===== src/rtl/ex_muldiv_if.sv =====
// Execute-stage bundle between id_ex, the iterative mul/div unit and writeback.
// Signal suffixes follow the unit's own point of view.
interface ex_muldiv_if;
   logic [31:0] inst_i;
   logic [31:0] op1_i;
   logic [31:0] op2_i;
   logic [4:0]  rd_addr_i;
   logic        reg_wen_i;
   logic        hold_flag_o;
   logic [4:0]  rd_addr_o;
   logic [31:0] rd_data_o;
   logic        reg_wen_o;

   modport slave (
      input  inst_i, op1_i, op2_i, rd_addr_i, reg_wen_i,
      output hold_flag_o, rd_addr_o, rd_data_o, reg_wen_o
   );

   modport master (
      output inst_i, op1_i, op2_i, rd_addr_i, reg_wen_i,
      input  hold_flag_o, rd_addr_o, rd_data_o, reg_wen_o
   );
endinterface


===== src/rtl/ex_muldiv.sv =====
// Iterative RV32M multiply/divide unit: one shift-add or restoring-subtract step per cycle
// on operand magnitudes, sign fix on the final step, one registered writeback pulse.
module ex_muldiv #(
   parameter int unsigned DW    = 32,
   parameter int unsigned ITERS = 32
) (
   input logic        clk,
   input logic        rst,
   ex_muldiv_if.slave bus
);
   localparam logic [6:0] OpReg   = 7'b0110011;
   localparam logic [6:0] F7Mul   = 7'b0000001;
   localparam logic [5:0] LastCnt = 6'(ITERS - 1);

   typedef enum logic [1:0] {StIdle, StCalc, StDone} state_e;

   // rs1 is signed for MULH, MULHSU, DIV, REM; rs2 for MULH, DIV, REM
   function automatic logic sgn_a(input logic [2:0] f3);
      return (f3 == 3'd1) || (f3 == 3'd2) || (f3 == 3'd4) || (f3 == 3'd6);
   endfunction

   function automatic logic sgn_b(input logic [2:0] f3);
      return (f3 == 3'd1) || (f3 == 3'd4) || (f3 == 3'd6);
   endfunction

   state_e          state_q, state_d;
   logic [5:0]      cnt_q, cnt_d;
   logic [DW-1:0]   op1_q, op1_d, op2_q, op2_d, dvs_q, dvs_d;
   logic [2*DW-1:0] acc_q, acc_d;
   logic [2:0]      f3_q, f3_d;
   logic [4:0]      rd_q, rd_d;
   logic            wen_q, wen_d;
   logic [DW-1:0]   wb_data_q, wb_data_d;
   logic [4:0]      wb_addr_q, wb_addr_d;
   logic            wb_wen_q, wb_wen_d;

   logic            is_m;
   logic [2:0]      in_f3;
   logic [DW-1:0]   abs_a, abs_b;
   logic            unused_inst;

   assign is_m  = (bus.inst_i[6:0] == OpReg) && (bus.inst_i[31:25] == F7Mul);
   assign in_f3 = bus.inst_i[14:12];
   assign abs_a = (sgn_a(in_f3) && bus.op1_i[DW-1]) ? -bus.op1_i : bus.op1_i;
   assign abs_b = (sgn_b(in_f3) && bus.op2_i[DW-1]) ? -bus.op2_i : bus.op2_i;
   assign unused_inst = ^{bus.inst_i[24:15], bus.inst_i[11:7]};

   // Mul: acc = {partial, multiplier}; div: acc = {remainder, dividend/quotient}
   logic [DW:0]     mul_sum, div_rs;
   logic [DW+1:0]   div_diff;
   logic [2*DW-1:0] step, prod;
   logic            mul_neg, q_neg, r_neg;
   logic [DW-1:0]   quo, rem, result;

   always_comb begin
      mul_sum  = {1'b0, acc_q[2*DW-1:DW]} + (acc_q[0] ? {1'b0, dvs_q} : '0);
      div_rs   = acc_q[2*DW-1:DW-1];
      div_diff = {1'b0, div_rs} - {2'b00, dvs_q};
      if (f3_q[2]) begin
         step = div_diff[DW+1] ? {div_rs[DW-1:0], acc_q[DW-2:0], 1'b0}
                               : {div_diff[DW-1:0], acc_q[DW-2:0], 1'b1};
      end else begin
         step = {mul_sum, acc_q[DW-1:1]};
      end
   end

   // Sign fix and special cases, evaluated on the last step's value
   always_comb begin
      mul_neg = (sgn_a(f3_q) & op1_q[DW-1]) ^ (sgn_b(f3_q) & op2_q[DW-1]);
      q_neg   = sgn_b(f3_q) & (op1_q[DW-1] ^ op2_q[DW-1]);
      r_neg   = sgn_a(f3_q) & op1_q[DW-1];
      prod    = mul_neg ? -step : step;
      quo     = q_neg ? -step[DW-1:0] : step[DW-1:0];
      rem     = r_neg ? -step[2*DW-1:DW] : step[2*DW-1:DW];
      case (f3_q)
         3'd0:             result = prod[DW-1:0];
         3'd1, 3'd2, 3'd3: result = prod[2*DW-1:DW];
         3'd4, 3'd5:       result = (op2_q == '0) ? '1 : quo;
         default:          result = (op2_q == '0) ? op1_q : rem;
      endcase
   end

   always_comb begin
      state_d   = state_q;
      cnt_d     = cnt_q;
      op1_d     = op1_q;
      op2_d     = op2_q;
      dvs_d     = dvs_q;
      acc_d     = acc_q;
      f3_d      = f3_q;
      rd_d      = rd_q;
      wen_d     = wen_q;
      wb_data_d = '0;
      wb_addr_d = '0;
      wb_wen_d  = 1'b0;
      unique case (state_q)
         StIdle: begin
            if (is_m) begin
               op1_d   = bus.op1_i;
               op2_d   = bus.op2_i;
               dvs_d   = abs_b;
               acc_d   = {{DW{1'b0}}, abs_a};
               f3_d    = in_f3;
               rd_d    = bus.rd_addr_i;
               wen_d   = bus.reg_wen_i;
               cnt_d   = '0;
               state_d = StCalc;
            end
         end
         StCalc: begin
            acc_d = step;
            cnt_d = cnt_q + 6'd1;
            if (cnt_q == LastCnt) begin
               state_d   = StDone;
               wb_data_d = result;
               wb_addr_d = rd_q;
               wb_wen_d  = wen_q;
            end
         end
         StDone:  state_d = StIdle;
         default: state_d = StIdle;
      endcase
   end

   always_ff @(posedge clk) begin
      if (rst) begin
         state_q   <= StIdle;
         cnt_q     <= '0;
         op1_q     <= '0;
         op2_q     <= '0;
         dvs_q     <= '0;
         acc_q     <= '0;
         f3_q      <= '0;
         rd_q      <= '0;
         wen_q     <= 1'b0;
         wb_data_q <= '0;
         wb_addr_q <= '0;
         wb_wen_q  <= 1'b0;
      end else begin
         state_q   <= state_d;
         cnt_q     <= cnt_d;
         op1_q     <= op1_d;
         op2_q     <= op2_d;
         dvs_q     <= dvs_d;
         acc_q     <= acc_d;
         f3_q      <= f3_d;
         rd_q      <= rd_d;
         wen_q     <= wen_d;
         wb_data_q <= wb_data_d;
         wb_addr_q <= wb_addr_d;
         wb_wen_q  <= wb_wen_d;
      end
   end

   assign bus.hold_flag_o = ((state_q == StIdle) && is_m) || (state_q == StCalc);
   assign bus.rd_addr_o   = wb_addr_q;
   assign bus.rd_data_o   = wb_data_q;
   assign bus.reg_wen_o   = wb_wen_q;
endmodule


===== src/flat_wrapper.sv =====
// flat-port wrapper written by rule: the top's interface ports become plain ports
module ex_muldiv_flat 
#(
   parameter int unsigned DW    = 32,
   parameter int unsigned ITERS = 32
)
  (clk, rst, bus_inst_i, bus_op1_i, bus_op2_i, bus_rd_addr_i, bus_reg_wen_i, bus_hold_flag_o, bus_rd_addr_o, bus_rd_data_o, bus_reg_wen_o);
  ex_muldiv_if bus_i ();
  input logic clk;
  input logic rst;
  input wire logic [$bits(bus_i.inst_i)-1:0] bus_inst_i;
  input wire logic [$bits(bus_i.op1_i)-1:0] bus_op1_i;
  input wire logic [$bits(bus_i.op2_i)-1:0] bus_op2_i;
  input wire logic [$bits(bus_i.rd_addr_i)-1:0] bus_rd_addr_i;
  input wire logic [$bits(bus_i.reg_wen_i)-1:0] bus_reg_wen_i;
  output wire logic [$bits(bus_i.hold_flag_o)-1:0] bus_hold_flag_o;
  output wire logic [$bits(bus_i.rd_addr_o)-1:0] bus_rd_addr_o;
  output wire logic [$bits(bus_i.rd_data_o)-1:0] bus_rd_data_o;
  output wire logic [$bits(bus_i.reg_wen_o)-1:0] bus_reg_wen_o;
  assign bus_i.inst_i = bus_inst_i;
  assign bus_i.op1_i = bus_op1_i;
  assign bus_i.op2_i = bus_op2_i;
  assign bus_i.rd_addr_i = bus_rd_addr_i;
  assign bus_i.reg_wen_i = bus_reg_wen_i;
  assign bus_hold_flag_o = bus_i.hold_flag_o;
  assign bus_rd_addr_o = bus_i.rd_addr_o;
  assign bus_rd_data_o = bus_i.rd_data_o;
  assign bus_reg_wen_o = bus_i.reg_wen_o;
  ex_muldiv #(.DW(DW), .ITERS(ITERS)) u_core (.clk(clk), .rst(rst), .bus(bus_i));
endmodule

===== config.mk =====
export PLATFORM = sky130hd
export DESIGN_NAME = ex_muldiv_flat
export DESIGN_NICKNAME = d
export VERILOG_FILES = /design/src/rtl/ex_muldiv_if.sv /design/src/rtl/ex_muldiv.sv /design/src/flat_wrapper.sv
export SDC_FILE = /design/constraint.sdc
export NUM_CORES = 1
export LEC_CHECK = 0
export ABC_CLOCK_PERIOD_IN_PS = 4550
export BUFFER_PORTS_ARGS = -buffer_cell sky130_fd_sc_hd__clkbuf_2
export CAP_MARGIN = 10
export CORE_AREA = 2 2 198 200
export DETAILED_ROUTE_END_ITERATION = 7
export DIE_AREA = 0 0 200 202
export PLACE_DENSITY = 0.66
export REMOVE_ABC_BUFFERS = 1
export SYNTH_ARGS = -nofsm -noshare
export SYNTH_HDL_FRONTEND = slang
export SYNTH_SLANG_ARGS = --single-unit

===== constraint.sdc =====
create_clock -name clk -period 4.55 [get_ports clk]
set_input_delay 0.455 -clock clk [delete_from_list [all_inputs] [get_ports clk]]
set_output_delay 0.455 -clock clk [all_outputs]
set_load 0.01 [all_outputs]

==> results.yml, run 1 <==
clocking:
  htree_num_levels: 1
  tritoncts: "built"
  cts_root_buf: "clkbuf_16"
  clock_latency_ps: 570
  numCtsBuffers: 26
  hold_buffers: 0
  clk_pin_slew_ps: 60
  clkSinkCount: 214
  clock_path_buffers: 3
yosys:
  seq_area_frac_synth_pct: 24.6
  yosys_warnings: 0
  synth_ff_type: "dfxtp_1"
  synth_commonest_cells: "nand2_1 (328), a21oi_1 (251), nor2_1 (244)"
  synth_enable_flop_cells: 0
  netlist_area_sq_um: 17400
  synthArstFlopShare_pct: 0
  synth_top_area_cell: "dfxtp_1"
  ys_seq_elements: 214
  syn_area_per_cell_sq_um: 7.27
  ys_types: 107
  synth_area_leaders: "dfxtp_1 (25%), a21oi_1 (7.2%), nand2_1 (7.1%)"
  synthCells: 2394
  synth.most_common_cell: "nand2_1"
  synth_top_area_share_pct: 24.6
route:
  drt_first_iter_violations: 1875
  drcViolationCount: 0
  dr.pass1.iters: 6
  wirelength_microns: 67500
  ant_nets: 0
  wl_per_cell_microns: 21.0
  post_drt_via_cell_ratio: 6.06
  num_vias: 19500
grt:
  grt_pass1_vias: 18300
  antenna_found_initial: 0
  overflow: 0
  grt_max_degree: 78
  grt_usage_pct: 32.8
  grt_first_pass_wirelength_microns: 104000
timing:
  grt_setup_unrepaired: "yes"
  setup_viol: 0
  fin_ws_ps: 67.7
  period_minus_slack_ps: 4480
  fin_skew_ps: 23.5
  hold_slack_ps: 112
  worstMarginPinSlew_ps: 1100
  slew_headroom_pct: 26.7
  drv_slew: 0
  hold_violations: 0
  fmax_mhz: 223
  fin_crit_sh_pct: 98.5
setup_path:
  reg2reg_setup_slack_ps: 70
  crit_slowest_cell: "o41ai_2"
  worst_r2r_startpoint: "u_core.dvs_q[14]"
  crit_path_max_fanout: 7
  cp_top_family: "compound AO/OA/AOI/OAI gates"
  cp_data_required_time_ps: 4960
  arrival_ps: 4890
  cp-end-kind: "flip-flop"
  r2r-end: "u_core.bus.rd_data_o[30]"
  cpMostUsedCell: "buf_4"
  path_buf_inv: 5
  worstPathCellList: "inv_1 -> ha_1 -> buf_4 -> nand4_4 -> or3_4 -> a2111oi_4 -> buf_4 -> o31ai_4 -> buf_4 -> a31oi_1 -> a22oi_2 -> buf_4 -> nor4_2 -> and4_1 -> nand2_1 -> o41ai_2 -> xnor2_1 -> a22oi_1 -> a21oi_2"
  critPathMaxStageDelay_ps: 420
  rr_worst_depth: 19
  start_kind: "flip-flop"
  worstSetupPathType: "reg -> reg"
final_layout:
  syn_to_final_growth_pct: 22.6
  stdcell_count: 3216
  nets: 2853
  num-fill-cells: 3685
  design_area_sq_um: 21300
  final_layout_size_suffix_gt1_share_pct: 20.7
power:
  power_density_nw_per_um2: 197
  p_leak_uw: 0.00870
  peakVddDrop_uv: 286
  finalPower_uw: 4210
place:
  dpl.hpwl_microns: 53100
  io_buffers: 127
  place_congestion: 0.998
  place_ws_ps: -30.6
  dpl_cell_area_sq_um: 20100
  placed_cells: 3161
job:
  cap_viol_max_count: 0
min_path:
  hp-start: "bus_rd_addr_i[2]"
  whs_endpoint: "u_core.rd_q[2]"
  hp-class: "in -> reg"
  whs_path_depth: 3
die:
  core_area_sq_um: 38300
  ios: 143
  row_count: 72
  die_area_sq_um: 40400
  die_w_microns: 200
  dieHeight_microns: 202
  initial_core_util_pct: 45.5
status:
  outcome: "complete, no violations"
==> worst min-delay path, cell delays in order <==
cell and delay [ps]:
clkbuf_2 80, nand2_1 50, a21oi_1 50
==> final cells by class <==
class	instances	area [sq um]	share of cell area, %
multi-input combinational	1961	12500	58.5
antenna	1	2.50	0.0117
timing repair buffer	411	2820	13.2
inverter	64	240	1.13
sequential	214	4290	20.1
clock inverter	11	110	0.516
tap	518	648	3.04
clock buffer	36	748	3.51
==> sequential cells by signal, indices dropped and copies added, names as in the netlist <==
| name | cells |
|---|---|
| u_core.f3_q | 3 |
| u_core.wen_q | 1 |
| u_core.dvs_q | 32 |
| u_core.state_q | 2 |
| u_core.acc_q | 64 |
| u_core.op2_q | 31 |
| u_core.cnt_q | 6 |
| u_core.op1_q | 32 |
| u_core.bus.reg_wen_o | 1 |
| u_core.bus.rd_addr_o | 5 |
| u_core.rd_q | 5 |
| u_core.bus.rd_data_o | 32 |
==> where the power goes <==
part,switching [uW],leakage (uW),internal [uW]
registers,0.0902,0.00172,1870
clock network,899,0.000414,1210
logic,150,0.00656,81.3
total,1050,0.00870,3160
==> metrics by stage <==
step	utilization, %	TNS (ps)
floorplan	-	-168770
global placement	52.6	0
detailed placement	52.6	-30.6
CTS	54.9	0
global route	55.7	-423
finish	55.7	0
==> worst max path at each step <==
| stage | from | to | slack (ps) | cells after the start |
|---|---|---|---|---|
| after CTS | u_core.acc_q[0] | u_core.bus.rd_data_o[30] | 0.8 | 16 |
| after global placement | u_core.acc_q[0] | u_core.bus.rd_data_o[24] | 1 | 16 |
| final | u_core.dvs_q[14] | u_core.bus.rd_data_o[30] | 70 | 19 |
| after detailed placement | u_core.acc_q[0] | u_core.bus.rd_data_o[24] | -30 | 16 |
| after floorplan | u_core.f3_q[2] | u_core.bus.rd_data_o[30] | -2880 | 11 |
| after global routing | u_core.dvs_q[2] | u_core.bus.rd_data_o[30] | -130 | 21 |
==> cells by family after synthesis <==
group	after synthesis	synth area share [%]
AOI/OAI and AO/OA	752	28.4
buffers and inverters	219	5.39
and+or+nand+nor	925	25.3
DFF	214	24.6
adders and majority gates	71	5.19
muxes	46	2.67
xor gates and xnor gates	167	8.40
==> routing by layer <==
| layer | up-vias | GRT usage, % | share of wire (%) |
|---|---|---|---|
| li1 | 9274 | - | - |
| met1 | 9315 | 47.7 | 46 |
| met2 | 779 | 51.1 | 44 |
| met3 | 125 | 3.39 | 6.9 |
| met4 | 0 | 9.29 | 3.3 |
| met5 | - | 0 | 0 |
==> repair_timing <==
action                                  in CTS  in global routing
endpoints found under the setup margin       5                 22
setup buffers                                0                  7
resized for setup                            5                 58
endpoints found under the hold margin        0                  0
pin swaps                                    0                 24
==> cells in the final DEF (no fill, tap or decap), types with 34 or more instances in the layout <==
cell type	n
mux2i_1	42
xor2_1	77
nor3_1	52
clkbuf_2	126
dfxtp_1	210
nand3_1	36
and2_1	50
a211oi_1	47
nand2b_1	34
a221oi_1	39
buf_4	280
a21oi_1	247
nor2_1	237
ha_1	68
inv_1	62
o21ai_0	127
xnor2_1	90
nand2_1	328
No activity file was read; power rests on OpenSTA's default activity.
==> run 2, diff against run 1 <==
CORE_AREA = 2 2 244 246   (was 2 2 198 200)
DIE_AREA = 0 0 246 248   (was 0 0 200 202)
PLACE_DENSITY = not set   (was 0.66)
==> results.yml, run 2 (synthesis results as in run 1) <==
timing:
  worstMarginPinSlew_ps: 1000
  fmax_mhz: 226
  fin_skew_ps: 26.8
  drv_slew: 0
  fin_crit_sh_pct: 97.4
  hold_slack_ps: 103
  setup_viol: 0
  hold_violations: 0
  period_minus_slack_ps: 4430
  slew_headroom_pct: 33.1
clocking:
  clock_path_buffers: 3
  clock_latency_ps: 580
  numCtsBuffers: 26
  tritoncts: "built"
  clkSinkCount: 214
  htree_num_levels: 1
  cts_root_buf: "clkbuf_16"
  hold_buffers: 0
  clk_pin_slew_ps: 60
setup_path:
  crit_slowest_cell: "or3_1"
  arrival_ps: 4850
  path_buf_inv: 1
  critPathMaxStageDelay_ps: 420
  cpMostUsedCell: "o22ai_1"
  cp_top_family: "compound AO/OA/AOI/OAI gates"
  cp_data_required_time_ps: 4970
  worstPathCellList: "and2_1 -> ha_1 -> fa_2 -> a21o_1 -> a221o_1 -> a31oi_1 -> buf_4 -> o311ai_4 -> a21oi_2 -> xor2_1 -> o22ai_1 -> or3_1 -> nor3_1 -> a311oi_1 -> a41o_1 -> a221oi_1 -> o22ai_1"
  worstSetupPathType: "reg -> reg"
  crit_path_max_fanout: 4
  cp-end-kind: "flip-flop"
  start_kind: "flip-flop"
grt:
  grt_first_pass_wirelength_microns: 101000
  overflow: 0
  grt_usage_pct: 20.9
  grt_pass1_vias: 17300
  antenna_found_initial: 4
  grt_max_degree: 94
die:
  dieHeight_microns: 248
  die_area_sq_um: 61000
  row_count: 89
  ios: 143
  initial_core_util_pct: 29.8
  die_w_microns: 246
  core_area_sq_um: 58500
final_layout:
  largest_register: "u_core.acc_q"
  layout.area.seq_sq_um: 4290
  multi_input_area_sq_um: 12500
  most-common-layout-cells: "nand2_1 (328), a21oi_1 (245), nor2_1 (239), buf_4 (218), dfxtp_1 (210)"
  final_layout_size_suffix_gt1_share_pct: 19.0
  largest_reg_flops: 64
  antenna_cells: 0
  nets: 2792
  syn_to_final_growth_pct: 21.9
  stdcell_count: 3409
  layout_commonest_cell: "nand2_1"
  num-fill-cells: 6337
route:
  dr.pass1.iters: 6
  post_drt_via_cell_ratio: 5.54
  num_vias: 18900
  drcViolationCount: 0
  drt_first_iter_violations: 1535
  wirelength_microns: 66300
  wl_per_cell_microns: 19.5
  ant_nets: 0
place:
  io_buffers: 127
  dpl.hpwl_microns: 51400
  placed_cells: 3348
  place_congestion: 0.991
job:
  cap_viol_max_count: 0
status:
  outcome: "complete, no violations"
power:
  p_leak_uw: 0.00836
  power_density_nw_per_um2: 198
  peakVddDrop_uv: 225
min_path:
  hp-class: "in -> reg"
## run 2: cell types whose count changed in the layout (fill, tap and decap cells not counted), sizes merged
cell / before / now
buf: 285 / 224
bufinv: 1 / 2
clkbuf: 162 / 161
clkinvlp: 3 / 2
diode: 1 / 0
inv: 63 / 64
## run 2: what timing repair did
action                                  in CTS  in global routing
pin swaps                                    2                 31
resized for setup                            6                 65
cloned                                       0                  0
endpoints found under the setup margin       5                 27
setup buffers                                0                 15
## run 2: worst min-delay path: stages
cell and delay [ps]:
clkbuf_2 80, nand2_1 40, a21oi_1 50
## run 2: stage by stage
stage / setup TNS (ps) / power [uW] / area (sq um) / utilization, % / setup slack, ps
after detailed placement: -7.45 / 2140 / 20000 / 34.1 / -7.45
after floorplan: -168770 / 2010 / 16700 / - / -2880
after global placement: -8.60 / 2140 / 20000 / 34.1 / -8.60
after global routing: -44.2 / 4340 / 21200 / 36.3 / -16.5
final: 0 / 4210 / 21200 / 36.3 / 118
after CTS: 0 / 4240 / 20800 / 35.6 / 7.07
## run 2: layout make-up
class	instances	share of cell area, %
inverter	64	1.13
clock inverter	12	0.613
sequential	214	20.2
timing repair buffer	350	11.2
tap	773	4.56
multi-input combinational	1961	58.9
clock buffer	35	3.37
## run 2: routing by layer
metal | vias up | part of all wire, % | track usage [%]
met5 | - | 0 | 0
met4 | 0 | 3.1 | 6.86
met3 | 110 | 6.3 | 1.94
met2 | 685 | 45 | 33.7
met1 | 8944 | 45 | 29.3
li1 | 9136 | - | -
## run 2: final timing paths
path | startpoint | endpoint | slack (ps) | depth (start not counted)
setup reg to reg | u_core.acc_q[0] | u_core.bus.rd_data_o[24] | 120 | 17
hold reg to reg | u_core.rd_q[4] | u_core.rd_q[4] | 450 | 2
hold / removal | bus_rd_addr_i[3] | u_core.rd_q[3] | 100 | 3
setup / recovery | u_core.acc_q[0] | u_core.bus.rd_data_o[24] | 120 | 17
## run 2: power by group
part | leakage, uW | switching [uW] | internal (uW) | total (uW)
registers | 0.00172 | 0.0893 | 1870 | 1870
clock network | 0.000413 | 884 | 1220 | 2100
logic | 0.00622 | 151 | 81.1 | 232
